===== config.mk =====
export PLATFORM = sky130hd
export DESIGN_NAME = tcp_recv_axis
export DESIGN_NICKNAME = d
export VERILOG_FILES = /design/src/rtl/tcp_recv_axis.sv
export SDC_FILE = /design/constraint.sdc
export NUM_CORES = 1
export LEC_CHECK = 0
export ABC_AREA = 1
export CAP_MARGIN = 20
export CORE_MARGIN = 5
export CORE_UTILIZATION = 51
export CTS_BUF_LIST = sky130_fd_sc_hd__clkbuf_2 sky130_fd_sc_hd__clkbuf_4 sky130_fd_sc_hd__clkbuf_8
export CTS_CLUSTER_DIAMETER = 200
export DETAILED_ROUTE_END_ITERATION = 8
export PLACE_DENSITY_LB_ADDON = 0.3
export SLEW_MARGIN = 40
export SYNTH_ARGS = -nofsm -noshare
export SYNTH_HDL_FRONTEND = slang
export SYNTH_SLANG_ARGS = --single-unit

===== constraint.sdc =====
create_clock -name clk -period 5.6 [get_ports clk]
set_clock_uncertainty 0.15 [all_clocks]
set_input_delay 1.12 -clock clk [delete_from_list [all_inputs] [get_ports clk]]
set_output_delay 1.12 -clock clk [all_outputs]
set_load 0.02 [all_outputs]

===== src/rtl/tcp_recv_axis.sv =====
// TCP segment receiver: header parse, option and payload split, error counting.
// Define TCP_RECV_CSUM_EN to add the running ones-complement checksum outputs.
module tcp_recv_axis #(
  parameter int MAX_OPT_WORDS = 10,
  parameter int CNT_W         = 16
) (
  input  logic             clk,
  input  logic             reset,
  input  logic [31:0]      s_tdata,
  input  logic             s_tvalid,
  input  logic             s_tlast,
  output logic             s_tready,
  output logic             hdr_valid,
  output logic [15:0]      src_port,
  output logic [15:0]      dst_port,
  output logic [31:0]      seq_num,
  output logic [31:0]      ack_num,
  output logic [3:0]       data_offset,
  output logic [8:0]       flags,
  output logic [15:0]      win_size,
  output logic [15:0]      checksum,
  output logic [15:0]      urg_ptr,
  output logic [31:0]      opt_tdata,
  output logic             opt_tvalid,
  output logic             opt_tlast,
  output logic [31:0]      pay_tdata,
  output logic             pay_tvalid,
  output logic             pay_tlast,
  input  logic             pay_ready,
  output logic             err_valid,
  output logic [1:0]       err_code,
  output logic [CNT_W-1:0] pkt_cnt,
  output logic [CNT_W-1:0] err_cnt
`ifdef TCP_RECV_CSUM_EN
  ,
  output logic             csum_valid,
  output logic [15:0]      csum_sum
`endif
);

  typedef enum logic [1:0] {
    HDR,
    OPT,
    PAY,
    DROP
  } state_t;

  localparam logic [4:0] OFF_MAX = 5'(5 + MAX_OPT_WORDS);

  state_t     state, state_nx;
  logic [2:0] idx, idx_nx;
  logic [3:0] opt_cnt, opt_cnt_nx;
  logic       acc;
  logic       off_bad;
  logic       opt_is_last;
  logic       hdr_pulse;
  logic       err_pulse;
  logic [1:0] err_nx;
  logic       opt_pulse;
  logic       opt_last;
  logic       ok_end;

  assign s_tready = (state == PAY) ? pay_ready : 1'b1;
  assign acc      = s_tvalid & s_tready;

  assign pay_tdata  = s_tdata;
  assign pay_tvalid = (state == PAY) & s_tvalid;
  assign pay_tlast  = (state == PAY) & s_tlast;

  assign off_bad = (data_offset < 4'd5) |
                   ({1'b0, data_offset} > OFF_MAX);
  assign opt_is_last =
    (opt_cnt + 4'd1) == (data_offset - 4'd5);

  always_comb begin
    state_nx   = state;
    idx_nx     = idx;
    opt_cnt_nx = opt_cnt;
    hdr_pulse  = 1'b0;
    err_pulse  = 1'b0;
    err_nx     = err_code;
    opt_pulse  = 1'b0;
    opt_last   = 1'b0;
    ok_end     = 1'b0;
    unique case (state)
      HDR: begin
        if (acc) begin
          if (idx != 3'd4) begin
            if (s_tlast) begin
              err_pulse = 1'b1;
              err_nx    = 2'b10;
              idx_nx    = 3'd0;
            end else begin
              idx_nx = idx + 3'd1;
            end
          end else begin
            idx_nx = 3'd0;
            if (off_bad) begin
              err_pulse = 1'b1;
              err_nx    = 2'b01;
              state_nx  = s_tlast ? HDR : DROP;
            end else if (data_offset > 4'd5) begin
              // options announced but segment already over
              if (s_tlast) begin
                err_pulse = 1'b1;
                err_nx    = 2'b10;
              end else begin
                state_nx   = OPT;
                opt_cnt_nx = 4'd0;
              end
            end else begin
              hdr_pulse = 1'b1;
              if (s_tlast) ok_end = 1'b1;
              else state_nx = PAY;
            end
          end
        end
      end
      OPT: begin
        if (acc) begin
          opt_pulse  = 1'b1;
          opt_cnt_nx = opt_cnt + 4'd1;
          if (opt_is_last) begin
            opt_last  = 1'b1;
            hdr_pulse = 1'b1;
            if (s_tlast) begin
              ok_end   = 1'b1;
              state_nx = HDR;
            end else begin
              state_nx = PAY;
            end
          end else if (s_tlast) begin
            err_pulse = 1'b1;
            err_nx    = 2'b10;
            state_nx  = HDR;
          end
        end
      end
      PAY: begin
        if (acc && s_tlast) begin
          ok_end   = 1'b1;
          state_nx = HDR;
        end
      end
      DROP: begin
        if (acc && s_tlast) state_nx = HDR;
      end
    endcase
  end

  always_ff @(posedge clk) begin
    if (reset) begin
      state       <= HDR;
      idx         <= 3'd0;
      opt_cnt     <= 4'd0;
      hdr_valid   <= 1'b0;
      src_port    <= '0;
      dst_port    <= '0;
      seq_num     <= '0;
      ack_num     <= '0;
      data_offset <= '0;
      flags       <= '0;
      win_size    <= '0;
      checksum    <= '0;
      urg_ptr     <= '0;
      opt_tdata   <= '0;
      opt_tvalid  <= 1'b0;
      opt_tlast   <= 1'b0;
      err_valid   <= 1'b0;
      err_code    <= 2'b00;
      pkt_cnt     <= '0;
      err_cnt     <= '0;
    end else begin
      state      <= state_nx;
      idx        <= idx_nx;
      opt_cnt    <= opt_cnt_nx;
      hdr_valid  <= hdr_pulse;
      err_valid  <= err_pulse;
      opt_tvalid <= opt_pulse;
      opt_tlast  <= opt_last;
      if (opt_pulse) opt_tdata <= s_tdata;
      if (err_pulse) err_code <= err_nx;
      pkt_cnt <= pkt_cnt + {{(CNT_W-1){1'b0}}, ok_end};
      err_cnt <= err_cnt + {{(CNT_W-1){1'b0}}, err_pulse};
      if (state == HDR && acc) begin
        unique case (idx)
          3'd0: begin
            src_port <= s_tdata[31:16];
            dst_port <= s_tdata[15:0];
          end
          3'd1: seq_num <= s_tdata;
          3'd2: ack_num <= s_tdata;
          3'd3: begin
            data_offset <= s_tdata[31:28];
            flags       <= s_tdata[24:16];
            win_size    <= s_tdata[15:0];
          end
          3'd4: begin
            checksum <= s_tdata[31:16];
            urg_ptr  <= s_tdata[15:0];
          end
          default: ;
        endcase
      end
    end
  end

`ifdef TCP_RECV_CSUM_EN
  logic [15:0] csum_acc;
  logic [15:0] csum_base;
  logic [17:0] csum_raw;
  logic [16:0] csum_f1;
  logic [15:0] csum_next;

  // restart the sum on the first header word of every segment
  always_comb begin
    csum_base = (state == HDR && idx == 3'd0) ? 16'd0 : csum_acc;
    csum_raw  = {2'b00, csum_base} +
                {2'b00, s_tdata[31:16]} +
                {2'b00, s_tdata[15:0]};
    csum_f1   = {1'b0, csum_raw[15:0]} + {15'd0, csum_raw[17:16]};
    csum_next = csum_f1[15:0] + {15'd0, csum_f1[16]};
  end

  always_ff @(posedge clk) begin
    if (reset) begin
      csum_acc   <= '0;
      csum_valid <= 1'b0;
      csum_sum   <= '0;
    end else begin
      csum_valid <= ok_end;
      if (acc) csum_acc <= csum_next;
      if (ok_end) csum_sum <= csum_next;
    end
  end
`endif

endmodule


==> flow_summary.yaml <==
pwr:
  p_leak_nw: 4.87
  ir_drop_v: 0.000195
  power_density_mw_per_mm2: 315
global_route:
  grt_pass1_vias: 8349
  grt_usage_pct: 27.0
  gr-total-overflow: 0
  grt_max_degree: 102
  grt_pass1_wl_um: 44700
  grt_antenna_before_repair: 1
critical_path:
  startpoint_type: "primary input"
  worstPathMaxFanout: 17
  critPathArrivalTime_ns: 2.90
  cp_common_cell: "clkdlybuf4s50_1"
  rrSetupSlack_ns: 2.18
  cp.required_ns: 4.33
  crit_family: "buffers and inverters"
  end_kind: "primary output"
  cpMaxStageDelayCell: "clkdlybuf4s50_1"
  r2r_cells: 18
  cp_num_buf_inv: 3
  r2r_start: "data_offset[0]$_SDFFE_PP0P_"
  critical_path_class: "primary input to primary output"
  slowest_delay_ns: 0.91
  crit_chain: "clkdlybuf4s50_1 > inv_2 > nor2_1 > clkdlybuf4s50_1"
  reg2reg_to: "pkt_cnt[12]$_SDFF_PP0_"
synthesis:
  ys.flop_type: "dfxtp_1"
  seq_area_frac_synth_pct: 51.3
  syn_nets: 1256
  synth_area_mm2: 0.00922
  ys_warn_count: 0
  yosys.area.top_type: "dfxtp_1"
  ys_seq_elements: 236
  synth_top_area_share_pct: 51.3
  synthCells: 1207
  avgSynthCellArea_um2: 7.64
  ys_top_cells_by_area: "dfxtp_1 (51%), nor2_1 (14%), o21ai_0 (9.1%)"
  ys_types: 31
  synthArstFlopShare_pct: 0
  synth_edf_count: 0
floorplan:
  die_w_um: 144
  rows: 49
  start_util_pct: 51.5
  fp.dieH_um: 144
  coreArea_mm2: 0.0179
  boundaryPins: 299
  die-area_mm2: 0.0209
route:
  routedWlPerCell_um: 17.3
  antenna_left: 0
  drc: 0
  drt_first_iter_violations: 485
  viasPerCell: 5.24
  drt_pre_antenna_iters: 5
  dr_total_vias: 8963
  routed_wl_um: 29600
clock_tree:
  cts_hold_buf: 0
  tritoncts.num_buffers: 40
  post_cts_buffers: 0
  cts-root-buf: "clkbuf_8"
  cts.sink_count: 236
  cts_tree: "yes"
  clockBufferDepth: 3
  clkTransAtPathRegs_ns: 0.06
  h-tree-depth: 2
  clock_latency_ns: 0.53
  cts_resized: 0
timing:
  finalWorstSetupSlack_ns: 1.43
  worst_pin_slew_ns: 0.686
  slew_violations: 0
  rsz0062_at_grt: "false"
  slew_headroom_pct: 54.1
  finalCritPeriodShare_pct: 74.5
  final-setup-viol-count: 0
  period_minus_slack_ns: 4.17
  fmax_ghz: 0.240
  hold_violations: 0
  setup_tns_ns: 0
placed_design:
  pre_cts_slack_ns: 1.31
  globalplace.congestion: 0.840
  detailed_place_hpwl_um: 19900
  io_buffers: 298
  placed_cells: 1642
status:
  outcome: "finished, final reports clean"
run:
  timing.max_cap.violations: 0
final_layout:
  final_nets: 1504
  area_growth_pct: 38.9
  antennaDiodeCount: 0
  drive_gt1_share_pct: 6.42
  finish.utilization_pct: 71.5
  final_cells: 1709
hold_path:
  min_path_cells: 2
  hold_path_startpoint: "opt_tdata[27]$_SDFFE_PP0P_"
  hp-class: "register to register"
  hold_path_end: "opt_tdata[27]$_SDFFE_PP0P_"
## report_power, final
| group | switching, mW | internal (mW) | total (mW) |
|---|---|---|---|
| logic | 0.384 | 0.254 | 0.638 |
| registers | 0.0453 | 1.76 | 1.81 |
| clock network | 0.681 | 0.902 | 1.58 |
## state kept, by name, summed over array words and instances (netlist names), 16 cells and up
register	flops
checksum	16
dst_port	16
ack_num	32
win_size	16
err_cnt	16
urg_ptr	16
src_port	16
pkt_cnt	16
seq_num	32
opt_tdata	32
## final cells by class
class                      instances  area (µm²)
fill                            1465        5090
sequential                       236        4720
multi-input combinational        810        3700
timing repair buffer             305        3030
clock buffer                      63         798
tap                              229         287
inverter                          62         240
clock inverter                     4        28.8
## kinds of logic (layout without fill, tap and decap cells)
group	count (synthesis)	in the layout	synth area share, %
fa+ha+maj	12	12	1.63
flops	236	236	51.3
compound gates	251	251	13.8
simple gates	544	544	24.3
xor+xnor	3	3	0.285
buf+inv	161	434	8.65
## placed cells by master, fill, tap and decap left out, drive strengths merged
| master | n |
|---|---|
| nand4 | 11 |
| nor3b | 3 |
| a31oi | 2 |
| or2 | 2 |
| nor3 | 11 |
| xor2 | 1 |
| clkinvlp | 2 |
| clkdlybuf4s50 | 297 |
| xnor2 | 2 |
| clkinv | 1 |
| a211oi | 5 |
| nand3 | 59 |
| buf | 8 |
| nor2 | 345 |
| a21oi | 69 |
| ha | 12 |
| dfxtp | 236 |
| o21a | 1 |
| o21ai | 173 |
| o31ai | 1 |
| nand2 | 110 |
| inv | 63 |
| nor4 | 3 |
| clkbuf | 63 |
## routing by layer
metal	share of wire (%)	GRT usage, %	vias up	wire (µm)
li1	-	-	4375	-
met1	42	34.0	4149	12300
met2	47	44.8	378	14000
met3	7.8	5.79	61	2310
met4	3.4	11.7	0	1010
met5	0	0	-	0
## synth_stat cells, types with 2 or more instances
cell type,instances
nand3_2,3
nor3_1,10
a31oi_1,2
o21ai_1,5
inv_1,54
xnor2_1,2
dfxtp_1,236
a21oi_1,69
nand3_1,56
or2_2,2
nor2_8,2
nand4_1,11
nor2_1,342
inv_2,7
buf_2,8
clkbuf_1,42
nor4_1,3
o21ai_0,168
a211oi_1,5
buf_4,48
nor3b_1,3
nand2_1,109
ha_1,12
## how the worst max path moves through the flow
stage             start                endpoint  slack, ns  cells past startpoint
4_1_cts        s_tvalid              pay_tvalid       1.44                      4
5_1_grt        s_tvalid              pay_tvalid       1.34                      4
3_3_place_gp   s_tvalid  err_cnt[12]$_SDFF_PP0_       1.40                     17
3_5_place_dp   s_tvalid  err_cnt[12]$_SDFF_PP0_       1.31                     17
6_report       s_tvalid              pay_tvalid       1.43                      4
2_1_floorplan  s_tvalid  err_cnt[12]$_SDFF_PP0_       2.45                     17
## stage by stage
| step | instance area [µm²] | total power [mW] | hold WS (ns) |
|---|---|---|---|
| final | 12800 | 4.03 | 0.310 |
| after global routing | 12800 | 4.19 | 0.332 |
| after CTS | 12800 | 4.04 | 0.313 |
| after detailed placement | 12000 | 2.48 | 0.304 |
| after global placement | 12000 | 2.47 | 0.297 |
| after floorplan | 9220 | 2.20 | 0.330 |
## worst register-to-register path: stages (launching register included)
cell and delay (ns):
dfxtp_1 0.40, inv_1 0.11, ha_1 0.32, xor2_1 0.13
nand3_1 0.08, nor2_1 0.24, nand3_1 0.18, nand2_1 0.09
nand3_1 0.06, o31ai_1 0.10, ha_1 0.24, ha_1 0.21
nand3_1 0.11, nor2_1 0.13, nand3_1 0.12, nor3_1 0.21
inv_1 0.12, o21ai_0 0.14, nor3b_1 0.19
Power figures use the tool's default switching activity.
==> edit: new RTL, config.mk and constraints unchanged <==
The parameter `MAX_OPT_WORDS` goes from 10 to 8.
--- a/src/rtl/tcp_recv_axis.sv
+++ b/src/rtl/tcp_recv_axis.sv
@@ -1,7 +1,7 @@
 // TCP segment receiver: header parse, option and payload split, error counting.
 // Define TCP_RECV_CSUM_EN to add the running ones-complement checksum outputs.
 module tcp_recv_axis #(
-  parameter int MAX_OPT_WORDS = 10,
+  parameter int MAX_OPT_WORDS = 8,
   parameter int CNT_W         = 16
 ) (
   input  logic             clk,
Formal check against the unedited RTL: same outputs for any inputs over 4 cycles, from zero or initial values and one cycle with reset high; that may be too few to reach the edited logic, so the function may still have changed.
==> edit against the unedited design <==
  * Global-route usage up 0.052 points
  * Sequential share of layout area down 0.24 points
  * Sequential cell count unchanged
  * First-iteration DRC count up 17%
  * Combinational power up 9.9%
  * Via count up 1.7%
  * Synthesized cell count up 0.83%
  * Wire length up 3.0%
  * Register-to-register slack worse by 260 ps
  * Area after synthesis up 0.94%
  * Cell area up 0.66%
  * Worst setup slack better by 220 ps
  * Total power up 1.5%
  * Non-clock buffer count up 3
  * Highest routed layer unchanged
==> edit: results (changes against the unedited design) <==
| Metric | Value |
|---|---|
| Status | `finished clean (unchanged)` |
| Nets | `1514 (was 1504)` |
| Worst r2r src | `idx[0]$_SDFFE_PP0P_ (was data_offset[0]$_SDFFE_PP0P_)` |
| Met3 wire len | `2.62 mm (was 2.31 mm)` |
| Non-clock buffer count | `308 (was 305)` |
| Setup crit end | `pay_tlast (was pay_tvalid)` |
| Sw power | `0.00113 W (was 0.00111 W)` |
| First-pass GRT wire length | `47.0 mm (was 44.7 mm)` |
| Post-DP HPWL | `20.1 mm (was 19.9 mm)` |
| Post-DR vias/cell | `5.31 (was 5.24)` |
| Die X-Extent | `145 µm (was 144 µm)` |
| Multi-input logic area | `0.00380 mm² (was 0.00370 mm²)` |
| Reg2Reg Setup Slack | `1920 ps (was 2180 ps)` |
| Met2 GRT Util | `45.2% (was 44.8%)` |
| Met3 usage | `7.76% (was 5.79%)` |
| Final Util | `71.8% (was 71.5%)` |
| Drt pass-1 iters | `6 (was 5)` |
| Pre-CTS setup slack | `1510 ps (was 1310 ps)` |
| GPL Wtd Cong | `0.886 (was 0.840)` |
| Synth cell count leaders | `nor2_1, dfxtp_1, nand2_1 (was nor2_1, dfxtp_1, o21ai_0)` |
| Placed Instances | `1653 (was 1642)` |
| PnR worst setup slack | `1650 ps (was 1430 ps)` |
| Arr. time, crit path | `2680 ps (was 2900 ps)` |
| Post-synthesis sequential area ratio | `50.8% (was 51.3%)` |
| GRT Resource Usage Total | `27.1% (was 27.0%)` |
| Hold slack | `309 ps (was 310 ps)` |
| Synth area leaders | `dfxtp_1, nor2_1, nand2_1, o21ai_1, a21oi_1 (was dfxtp_1, nor2_1, o21ai_0, nand2_1, buf_4)` |
| Hold Path End | `checksum[8]$_SDFFE_PP0P_ (was opt_tdata[27]$_SDFFE_PP0P_)` |
| GR Util met1 | `33.6% (was 34.0%)` |
| Hold_sp | `checksum[8]$_SDFFE_PP0P_ (was opt_tdata[27]$_SDFFE_PP0P_)` |
| Clk_buf instances | `65 (was 63)` |
| Slew @ Worst Pin | `748 ps (was 686 ps)` |
| Layout cells sized above 1 | `6.72% (was 6.42%)` |
| Slowest stage delay, CP | `610 ps (was 910 ps)` |
| Post-Syn Nets | `1266 (was 1256)` |
| Sequential share of cell area | `36.6% (was 36.9%)` |
| Maximum vdd drop | `225 µV (was 195 µV)` |
edit: worst reg2reg max path, delay by kind of cell, from the launching register on:
family / cells / cell delay [ps]
and+or+nand+nor: 12 / 1750
adders and majority gates: 3 / 600
DFF: 1 / 350
AOI/OAI and AO/OA: 1 / 100
buffers and inverters: 2 / 650
edit: cells by family after synthesis:
logic type / after synthesis / share of synthesized area (%)
and+or+nand+nor: 570 / 25.5
xor gates and xnor gates: 8 / 0.753
adders and majority gates: 12 / 1.61
AOI/OAI and AO/OA: 237 / 12.9
buffers and inverters: 154 / 8.45
DFF: 236 / 50.8
edit: power by group through the flow:
stage	clock, W	combinational, W	sequential (W)
after CTS	0.00159	0.000704	0.00182
after global routing	0.00166	0.000753	0.00183
after floorplan	0	0.000291	0.00196
after detailed placement	0	0.000702	0.00186
final	0.00157	0.000701	0.00182
after global placement	0	0.000690	0.00185
